### src/rtl/fetch_pc_unit.sv
// Program-counter / instruction-register stage sequenced by the one-hot
// FT/DC/EX/WB phase strobes from the CPU phase sequencer.
//
// Ports:
//   clk, reset          system clock, synchronous active-high reset
//   ft/dc/ex/wb_clk     one-hot phase strobes (exactly one per active cycle)
//   stall               freezes every register, strobes ignored
//   imem_data           instruction read data for imem_addr
//   br_taken/br_target  branch decision and target, used only in WB
//   imem_addr           instruction fetch address (= pc, combinational)
//   pc, ir, opcode      program counter, instruction register, decoded opcode
//   halted              sticky, set at WB of a HALT_OP instruction
//   phase_err           sticky, set on any out-of-sequence / non-one-hot strobe
//   retire_cnt          number of completed WB phases (wraps)
module fetch_pc_unit #(
    parameter int unsigned     PC_W     = 8,
    parameter int unsigned     INST_W   = 16,
    parameter logic [PC_W-1:0] RESET_PC = '0,
    parameter logic [3:0]      HALT_OP  = 4'hF,
    parameter int unsigned     CNT_W    = 16
) (
    input  logic              clk,
    input  logic              reset,
    input  logic              ft_clk,
    input  logic              dc_clk,
    input  logic              ex_clk,
    input  logic              wb_clk,
    input  logic              stall,
    input  logic [INST_W-1:0] imem_data,
    input  logic              br_taken,
    input  logic [PC_W-1:0]   br_target,
    output logic [PC_W-1:0]   imem_addr,
    output logic [PC_W-1:0]   pc,
    output logic [INST_W-1:0] ir,
    output logic [3:0]        opcode,
    output logic              halted,
    output logic              phase_err,
    output logic [CNT_W-1:0]  retire_cnt
);

    localparam int unsigned OP_W = 4;

    typedef enum logic [1:0] {
        PH_FT = 2'd0,
        PH_DC = 2'd1,
        PH_EX = 2'd2,
        PH_WB = 2'd3
    } phase_t;

    phase_t          exp_phase;
    logic            halt_pend;

    logic [3:0]      strobes;
    logic            one_hot;
    phase_t          obs_phase;
    phase_t          obs_next;
    phase_t          exp_next;
    logic            phase_ok;
    logic [OP_W-1:0] ir_op;

    assign imem_addr = pc;
    assign ir_op     = ir[INST_W-1 -: OP_W];

    // Strobe decode and phase-sequence check
    always_comb begin
        strobes   = {wb_clk, ex_clk, dc_clk, ft_clk};
        one_hot   = $onehot(strobes);
        obs_phase = PH_FT;
        case (strobes)
            4'b0001: obs_phase = PH_FT;
            4'b0010: obs_phase = PH_DC;
            4'b0100: obs_phase = PH_EX;
            4'b1000: obs_phase = PH_WB;
            default: obs_phase = PH_FT;
        endcase

        obs_next = PH_FT;
        case (obs_phase)
            PH_FT:   obs_next = PH_DC;
            PH_DC:   obs_next = PH_EX;
            PH_EX:   obs_next = PH_WB;
            default: obs_next = PH_FT;
        endcase

        exp_next = PH_FT;
        case (exp_phase)
            PH_FT:   exp_next = PH_DC;
            PH_DC:   exp_next = PH_EX;
            PH_EX:   exp_next = PH_WB;
            default: exp_next = PH_FT;
        endcase

        phase_ok = one_hot && (obs_phase == exp_phase);
    end

    // Phase tracker and all architectural state
    always_ff @(posedge clk) begin
        if (reset) begin
            pc         <= RESET_PC;
            ir         <= '0;
            opcode     <= '0;
            halted     <= 1'b0;
            phase_err  <= 1'b0;
            retire_cnt <= '0;
            halt_pend  <= 1'b0;
            exp_phase  <= PH_FT;
        end else if (!stall) begin
            if (!phase_ok) begin
                // Resynchronise to the observed phase when it is at least one-hot
                phase_err <= 1'b1;
                if (one_hot) begin
                    exp_phase <= obs_next;
                end
            end else begin
                exp_phase <= exp_next;
                if (!halted) begin
                    case (exp_phase)
                        PH_FT: begin
                            ir <= imem_data;
                        end
                        PH_DC: begin
                            opcode <= ir_op;
                            if (ir_op == HALT_OP) begin
                                halt_pend <= 1'b1;
                            end
                        end
                        PH_WB: begin
                            retire_cnt <= retire_cnt + CNT_W'(1);
                            if (halt_pend) begin
                                halted    <= 1'b1;
                                halt_pend <= 1'b0;
                            end else if (br_taken) begin
                                pc <= br_target;
                            end else begin
                                pc <= pc + PC_W'(1);
                            end
                        end
                        default: begin
                        end
                    endcase
                end
            end
        end
    end

endmodule
### config.mk
export PLATFORM = sky130hd
export DESIGN_NAME = fetch_pc_unit
export DESIGN_NICKNAME = d
export VERILOG_FILES = /design/src/rtl/fetch_pc_unit.sv
export SDC_FILE = /design/constraint.sdc
export NUM_CORES = 1
export LEC_CHECK = 0
export BUFFER_PORTS_ARGS = -buffer_cell sky130_fd_sc_hd__buf_2
export CAP_MARGIN = 30
export CORE_MARGIN = 2
export CORE_UTILIZATION = 46
export DETAILED_ROUTE_END_ITERATION = 8
export GPL_TIMING_DRIVEN = 0
export PLACE_DENSITY = 0.76
export SLEW_MARGIN = 20
export SYNTH_ARGS = -nofsm -noshare
export SYNTH_HDL_FRONTEND = slang
export SYNTH_SLANG_ARGS = --single-unit
### constraint.sdc
create_clock -name clk -period 3.65 [get_ports clk]
set_clock_uncertainty 0.15 [all_clocks]
set_input_delay 0.73 -clock clk [delete_from_list [all_inputs] [get_ports clk]]
set_output_delay 0.73 -clock clk [all_outputs]
set_load 0.02 [all_outputs]
---- Yosys cells after proc, flatten, opt, wreduce, memory -nomap -nowiden ----
Cells that the tools add are included.
cells by class
  add/sub/neg operators ................... 5
  equality and inequality tests ........... 12
  multiplexer cells ....................... 11
  bitwise operators ....................... 4
  reduce and logical (&&, ||, !) cells .... 13
operators with widths
  kind                   number
  $pmux 2 s3             3
  $add 16x1->16 const B  1
  $reduce_and 4->1       3
  $reduce_and 5->1       2
  $add 8x1->8 const B    1
  $eq 4x4->1 const B     2
  $mux 8                 1
  $eq 2x2->1 const B     3
  $reduce_and 2->1       3
  $add 1x1->2            2
  $eq 2x1->1 const B     2
  $eq 4x2->1 const B     1
  $eq 4x3->1 const B     1
  $logic_not 2->1        2
  $mux 1                 4
  $mux 2                 2
  $not 1->1              4
  $reduce_bool 2->1      2
  $add 2x2->3            1
  $eq 3x1->1 const B     1
  $eq 2x2->1             1
  $ne 2x2->1 const B     1
  $pmux 1 s2             1
  $logic_and 1x1->1      1
word-level totals
  register bits ........................... 49
  output and inout bits ................... 54

---- Logic depth before layout (Yosys ltp) ----
Gate-level depths: netlist of the first run.
  depth in word-level cells ............... 6
  depth in mapped cells ................... 14
  mapped depth without buffers ............ 10

---- Worst setup path after synthesis of the first run ----
OpenSTA, ideal clock, no wires.
  path type ............................... input -> register
  from .................................... input wb_clk
  to ...................................... register retire_cnt[15]
  setup time .............................. 0.121 ns
  arrival time ............................ 3.411 ns
  slack ................................... -0.032 ns
  stages on the path ...................... 12
  cell sequence ........................... buf_4 > inv_1 > fa_1 > inv_1 > ha_1 > ha_1 > or3b_4 > a31oi_2 > nand4_2 > buf_2 > nor4_1 > mux2_2
on the way
  word-level cells in the longest chain between the ends .. 5
RTL lines
  what                                                                    RTL line  text
  from (decl)                                                             27        input logic wb_clk,
  $add 1x1->2 (not written as such), or another cell as far along         67        one_hot = $onehot(strobes);
  $add 2x2->3 (not written as such) / $pmux 2 s3 (equally long branches)  67, 69
  $eq 3x1->1 / $eq 2x2->1 (equally long branches)                         67, 93
  $logic_and 1x1->1 (*)                                                   93        phase_ok = one_hot && (obs_phase == exp_phase);
  $reduce_and 4->1 (no source line) (*)                                   --
  to (signal assigned)                                                    128       retire_cnt <= retire_cnt + CNT_W'(1);
  to (decl)                                                               38        output logic [CNT_W-1:0] retire_cnt
Mark *: on every way between the ends. The rest lies on a longest branch, timed or not.
A chain may end at the register's enable or synchronous reset.

---- Worst setup path after layout of the first run ----
  from .................................... input wb_clk
  to ...................................... register retire_cnt[9]
Same word-level chain as after synthesis.

==> results of run 1 <==
==> cell families after synthesis <==
logic type               share of synthesized area [%]
XOR/XNOR                                          1.23
multiplexers                                      7.79
buffers and inverters                             8.29
adder cells (fa/ha/maj)                           5.28
AO/OA/AOI/OAI                                     17.3
AND/OR/NAND/NOR                                   24.4
flip-flops                                        35.7
==> routing by layer <==
layer,up-vias,GRT usage (%),part of all wire [%]
met4,0,5.93,1.2
met2,84,38.7,49
li1,1362,-,-
met3,7,5.22,6.3
met5,-,0,0
met1,1304,26.6,43
==> metrics by stage <==
step / cell area [um2] / cells / worst slack, ps
2_1_floorplan: 2760 / 330 / -16.3
3_3_place_gp: 3270 / 488 / -257
3_5_place_dp: 3270 / 488 / -287
4_1_cts: 3410 / 496 / 51.4
5_1_grt: 3440 / 496 / 2.25
6_report: 3440 / 496 / 104
==> power by group through the flow <==
stage	Combinational (mW)	Clock, mW	Sequential [mW]
4_1_cts	0.203	0.483	0.559
3_5_place_dp	0.202	0	0.571
3_3_place_gp	0.198	0	0.570
6_report	0.212	0.475	0.559
2_1_floorplan	0.126	0	0.583
5_1_grt	0.233	0.503	0.561
==> registers in the layout, summed over array words and instances, names as in the netlist <==
name and flops:
exp_phase 2, halt_pend 1, halted 1, imem_addr 8
ir 16, opcode 4, phase_err 1, retire_cnt 16
==> cell type report <==
type | count | area [um2]
flip-flops and latches | 49 | 981
clock inverters | 3 | 68.8
repair buffers | 83 | 415
fillers | 516 | 2410
clock buffers | 5 | 68.8
plain buffers | 31 | 185
multi-input cells | 238 | 1580
inverters | 12 | 45.0
well taps | 75 | 93.8
==> how the worst max path moves through the flow <==
stage	slack [ps]	from	to
after CTS	50	wb_clk	retire_cnt[15]$_SDFFE_PP0P_
after detailed placement	-290	wb_clk	retire_cnt[15]$_SDFFE_PP0P_
after global placement	-260	ft_clk	retire_cnt[15]$_SDFFE_PP0P_
after floorplan	-20	wb_clk	retire_cnt[15]$_SDFFE_PP0P_
final	100	wb_clk	retire_cnt[9]$_SDFFE_PP0P_
after global routing	2	wb_clk	ir[13]$_SDFFE_PP0P_
==> cells in the mapped netlist (3+ instances only) <==
library cell and count:
mux2i_1 18, and2_1 6, inv_1 12, nor2b_1 3, and3_1 3, buf_2 5, o41ai_1 5, a21oi_1 26
nand3_1 17, nor2_1 16, clkbuf_1 13, dfxtp_1 49, nand2_1 48, o311ai_0 4, o21ai_0 13, buf_6 3
ha_1 10, nor4_1 6, buf_4 10, or4_1 13, nand4_1 5, o31ai_1 13, mux2_2 3
==> worst max-delay path: cells and delay by family <==
kind            cells  cell delay [ps]
mux                 1              360
compound gates      1              200
buf+inv             4              480
simple gates        3              900
fa+ha+maj           3              920
==> impl_metrics.ini, run 1 <==
[timing]
maxSlewViolCount = 0
rsz0062_at_grt = false
slew_headroom_pct = 63.7
hold_viol = 0
fin_crit_sh_pct = 97.2
fmax_mhz = 282
setup_viol = 0
fin_crit_ps = 3550
fin_setup_tns_ps = 0
holdWs_ps = 311
tightest_slew_ps = 544

[min_path]
min_to = ir[5]$_SDFFE_PP0P_
hold_start = ir[5]$_SDFFE_PP0P_
hp-class = flop to flop
min_path_cells = 2

[synth]
ys_top_cells_by_area = dfxtp_1 36%, mux2i_1 6.6%, nand2_1 6.6%, a21oi_1 4.7%, ha_1 4.6%
synth_area_leader_cell = dfxtp_1
syn_inst = 330
yosys.cell_types.count = 48
syn_nets = 373
synth-async-reset-ratio_pct = 0
ys_seq_area_share_pct = 35.7
synth_ff_type = dfxtp_1
synth_edf_count = 0
synth_area_per_cell_um2 = 8.32
synth.yosys.warnings = 0
netlist_area_mm2 = 0.00275
ys_seq_elements = 49
synth_top_cell_area_share_pct = 35.7

[clock_tree]
cts_hold_buf = 0
cts_sinks = 49
h-tree-depth = 2
cts_resized = 0
clk_path_buf_depth = 2
clkLatencyLatePin_ps = 310
post_cts_buffers = 0
numCtsBuffers = 5
clk_pin_slew_worst_paths_ps = 100
cts-root-buf = clkbuf_8
cts_tree = done

[final_layout]
nNetsFinal = 463
area_growth_pct = 25.1
fin_util_pct = 58.7
antenna_cells = 0
drive_gt1_share_pct = 29.2
mostFrequentLayoutCell = buf_2
final_cell_mix = 87 x buf_2, 49 x dfxtp_1, 48 x nand2_1

[critical_path]
end_kind = flop
required_ps = 3700
critPathMaxFanout = 10
arrival_ps = 3600
path_cells = buf_4, inv_1, fa_1, inv_1, ha_1, ha_1, or3b_4, a31oi_4, nand4_4, buf_4, nor4_2, mux2_2
cp_slowest_cell = fa_1
reg2reg_setup_slack_ps = 1050
startpoint_type = input pin
r2r-start = exp_phase[1]$_SDFFE_PP0P_
crit_type = input pin to flop
r2r_end = retire_cnt[15]$_SDFFE_PP0P_
cpPeakStageDelay_ps = 480
reg2regPathDepth = 7

[power]
max-vdd-ir-drop_v = 0.000238
power.total_mw = 1.25
p_int_mw = 0.906
clock_power_share_pct = 38.1
pwr-share-seq_pct = 44.8
switchingPower_mw = 0.340
p_leak_nw = 1.45
swShare_pct = 27.3
comb_power_share_pct = 17.0
p_per_area_mw_per_mm2 = 363

[route]
drtPass1Iterations = 4
vias = 2757
wirelength_mm = 7.17
vias_per_cell = 5.56
ant_nets = 0
wire_per_inst_um = 14.4
drt_iter0_drc = 200
drc = 0

[global_route]
grt_pass1_wl_mm = 11.5
antenna_found_initial = 0
grt_pass1_vias = 2532
overflow = 0
grt_usage_pct = 22.0
grt_max_degree = 17

[die]
die_h_um = 81.3
ios = 86
initial_core_util_pct = 46.9
dieArea_mm2 = 0.00660
rows = 28
core_mm2 = 0.00585
die_w_um = 81.3

[outcome]
status = completed

[placed_design]
port_buffers = 83
place.gp.congestion = 0.857
dp_hpwl_mm = 5.26

[flow_run]
drv_cap = 0
(Power assumes the default switching activity.)
==> inputs of run 2 (changes only) <==
--- a/config.mk
+++ b/config.mk
@@ -8,10 +8,10 @@
 export BUFFER_PORTS_ARGS = -buffer_cell sky130_fd_sc_hd__buf_2
 export CAP_MARGIN = 30
 export CORE_MARGIN = 2
-export CORE_UTILIZATION = 46
+export CORE_UTILIZATION = 35
 export DETAILED_ROUTE_END_ITERATION = 8
 export GPL_TIMING_DRIVEN = 0
-export PLACE_DENSITY = 0.76
+export PLACE_DENSITY = 0.61
 export SLEW_MARGIN = 20
 export SYNTH_ARGS = -nofsm -noshare
 export SYNTH_HDL_FRONTEND = slang
==> impl_metrics.ini, run 2 (synthesis results as in run 1) <==
[clock_tree]
h-tree-depth = 2
clk_pin_slew_worst_paths_ps = 90
cts_sinks = 49
clk_path_buf_depth = 2
cts_tree = done
clkLatencyLatePin_ps = 310
cts_hold_buf = 0
cts-root-buf = clkbuf_8
post_cts_buffers = 0
numCtsBuffers = 5

[critical_path]
arrival_ps = 3620
startpoint = ft_clk
critPathMaxFanout = 10
path_cells = buf_2, inv_1, fa_1, inv_1, ha_1, ha_1, or3b_4, a31oi_4, nand4_4, buf_4, nor4_2, mux2_2
reg2regPathDepth = 7
crit_type = input pin to flop
end_kind = flop
reg2reg_setup_slack_ps = 1000
r2r-start = exp_phase[1]$_SDFFE_PP0P_
r2r_end = retire_cnt[15]$_SDFFE_PP0P_
cp_slowest_cell = fa_1
cpPeakStageDelay_ps = 540
required_ps = 3710
startpoint_type = input pin

[final_layout]
mostFrequentLayoutCell = buf_2
final_cell_mix = 87 x buf_2, 49 x dfxtp_1, 48 x nand2_1
seqCellArea_um2 = 981
drive_gt1_share_pct = 28.7
multi_input_area_mm2 = 0.00157
area_growth_pct = 25.4
nFillCells = 783
antenna_cells = 0
nNetsFinal = 463
fin_cells = 523

[global_route]
grt_usage_pct = 17.8
overflow = 0
antenna_found_initial = 0
grt_pass1_wl_mm = 12.3
grt_pass1_vias = 2546
grt_max_degree = 15

[die]
ios = 86
die_h_um = 92.6
die_w_um = 92.6
initial_core_util_pct = 35.9
rows = 32
core_mm2 = 0.00765
dieArea_mm2 = 0.00857

[flow_run]
drv_cap = 0

[route]
wire_per_inst_um = 14.4
vias_per_cell = 5.15
drtPass1Iterations = 4
drc = 0
vias = 2695
wirelength_mm = 7.54
drt_iter0_drc = 168
ant_nets = 0

[placed_design]
port_buffers = 83
dp_hpwl_mm = 5.45
pre_cts_ws_ps = -372
dp_cells = 515
place.gp.congestion = 0.836

[timing]
slew_headroom_pct = 63.4
fmax_mhz = 281
hold_viol = 0
fin_crit_sh_pct = 97.5
worst_slack_ps = 91.7
setup_viol = 0
rsz0062_at_grt = false
fin_setup_tns_ps = 0
tightest_slew_ps = 548
maxSlewViolCount = 0
holdWs_ps = 312
fin_crit_ps = 3560

[outcome]
status = completed

[power]
p_leak_nw = 1.44
max-vdd-ir-drop_v = 0.000138
power.total_mw = 1.18
p_per_area_mw_per_mm2 = 343

[min_path]
hp-class = flop to flop
min_to = ir[4]$_SDFFE_PP0P_
hold_start = ir[4]$_SDFFE_PP0P_
min_path_cells = 2
## run 2: cell count changes in the layout (fill, tap and decap cells not counted)
cell,delta
inv_6,-1
mux2i_1,+1
bufinv_16,-1
clkbuf_8,+1
mux2i_2,-1
clkbuf_1,+1
## run 2: per-layer routing
metal	vias to the layer above	GRT usage [%]	part of all wire, %
met5	-	0	0
met3	10	4.31	6.2
met2	81	28.5	45
met4	0	6.97	1.6
li1	1373	-	-
met1	1231	23.0	47
## run 2: power breakdown
group	internal (mW)	total, mW	switching (mW)
Sequential	0.548	0.558	0.0108
Clock	0.224	0.410	0.186
Combinational	0.0817	0.214	0.133
Total	0.853	1.18	0.330
## run 2: how the worst max path moves through the flow
stage	to	slack [ps]
3_5_place_dp	retire_cnt[15]$_SDFFE_PP0P_	-370
4_1_cts	retire_cnt[15]$_SDFFE_PP0P_	20
2_1_floorplan	retire_cnt[15]$_SDFFE_PP0P_	-20
6_report	retire_cnt[15]$_SDFFE_PP0P_	90
5_1_grt	ir[8]$_SDFFE_PP0P_	10
3_3_place_gp	retire_cnt[15]$_SDFFE_PP0P_	-290
## run 2: area by class of cell
cell class                      count  area share [%]
Multi-Input combinational cell    238            45.7
Sequential cell                    49            28.5
Timing Repair Buffer               83            12.1
Buffer                             31            5.38
Tap cell                          102            3.71
Clock buffer                        7            2.51
Inverter                           12            1.31
Clock inverter                      1           0.872
## run 2: worst max-delay path, delay by kind of cell
family,cells,cell delay [ps]
muxes,1,360
buffers and inverters,4,410
AOI/OAI and AO/OA,1,200
and+or+nand+nor,3,930
adders and majority gates,3,980
## run 2: repair_timing
action                     CTS  global route
cloned                       0             0
setup endpoints to repair    1            20
resized for setup            1             4
## run 2: per-stage QoR
step / cell area [um2] / util [%]
floorplan: 2760 / -
detailed placement: 3300 / 43.2
finish: 3440 / 45.0
CTS: 3430 / 44.8
global placement: 3300 / 43.2
global route: 3440 / 45.0
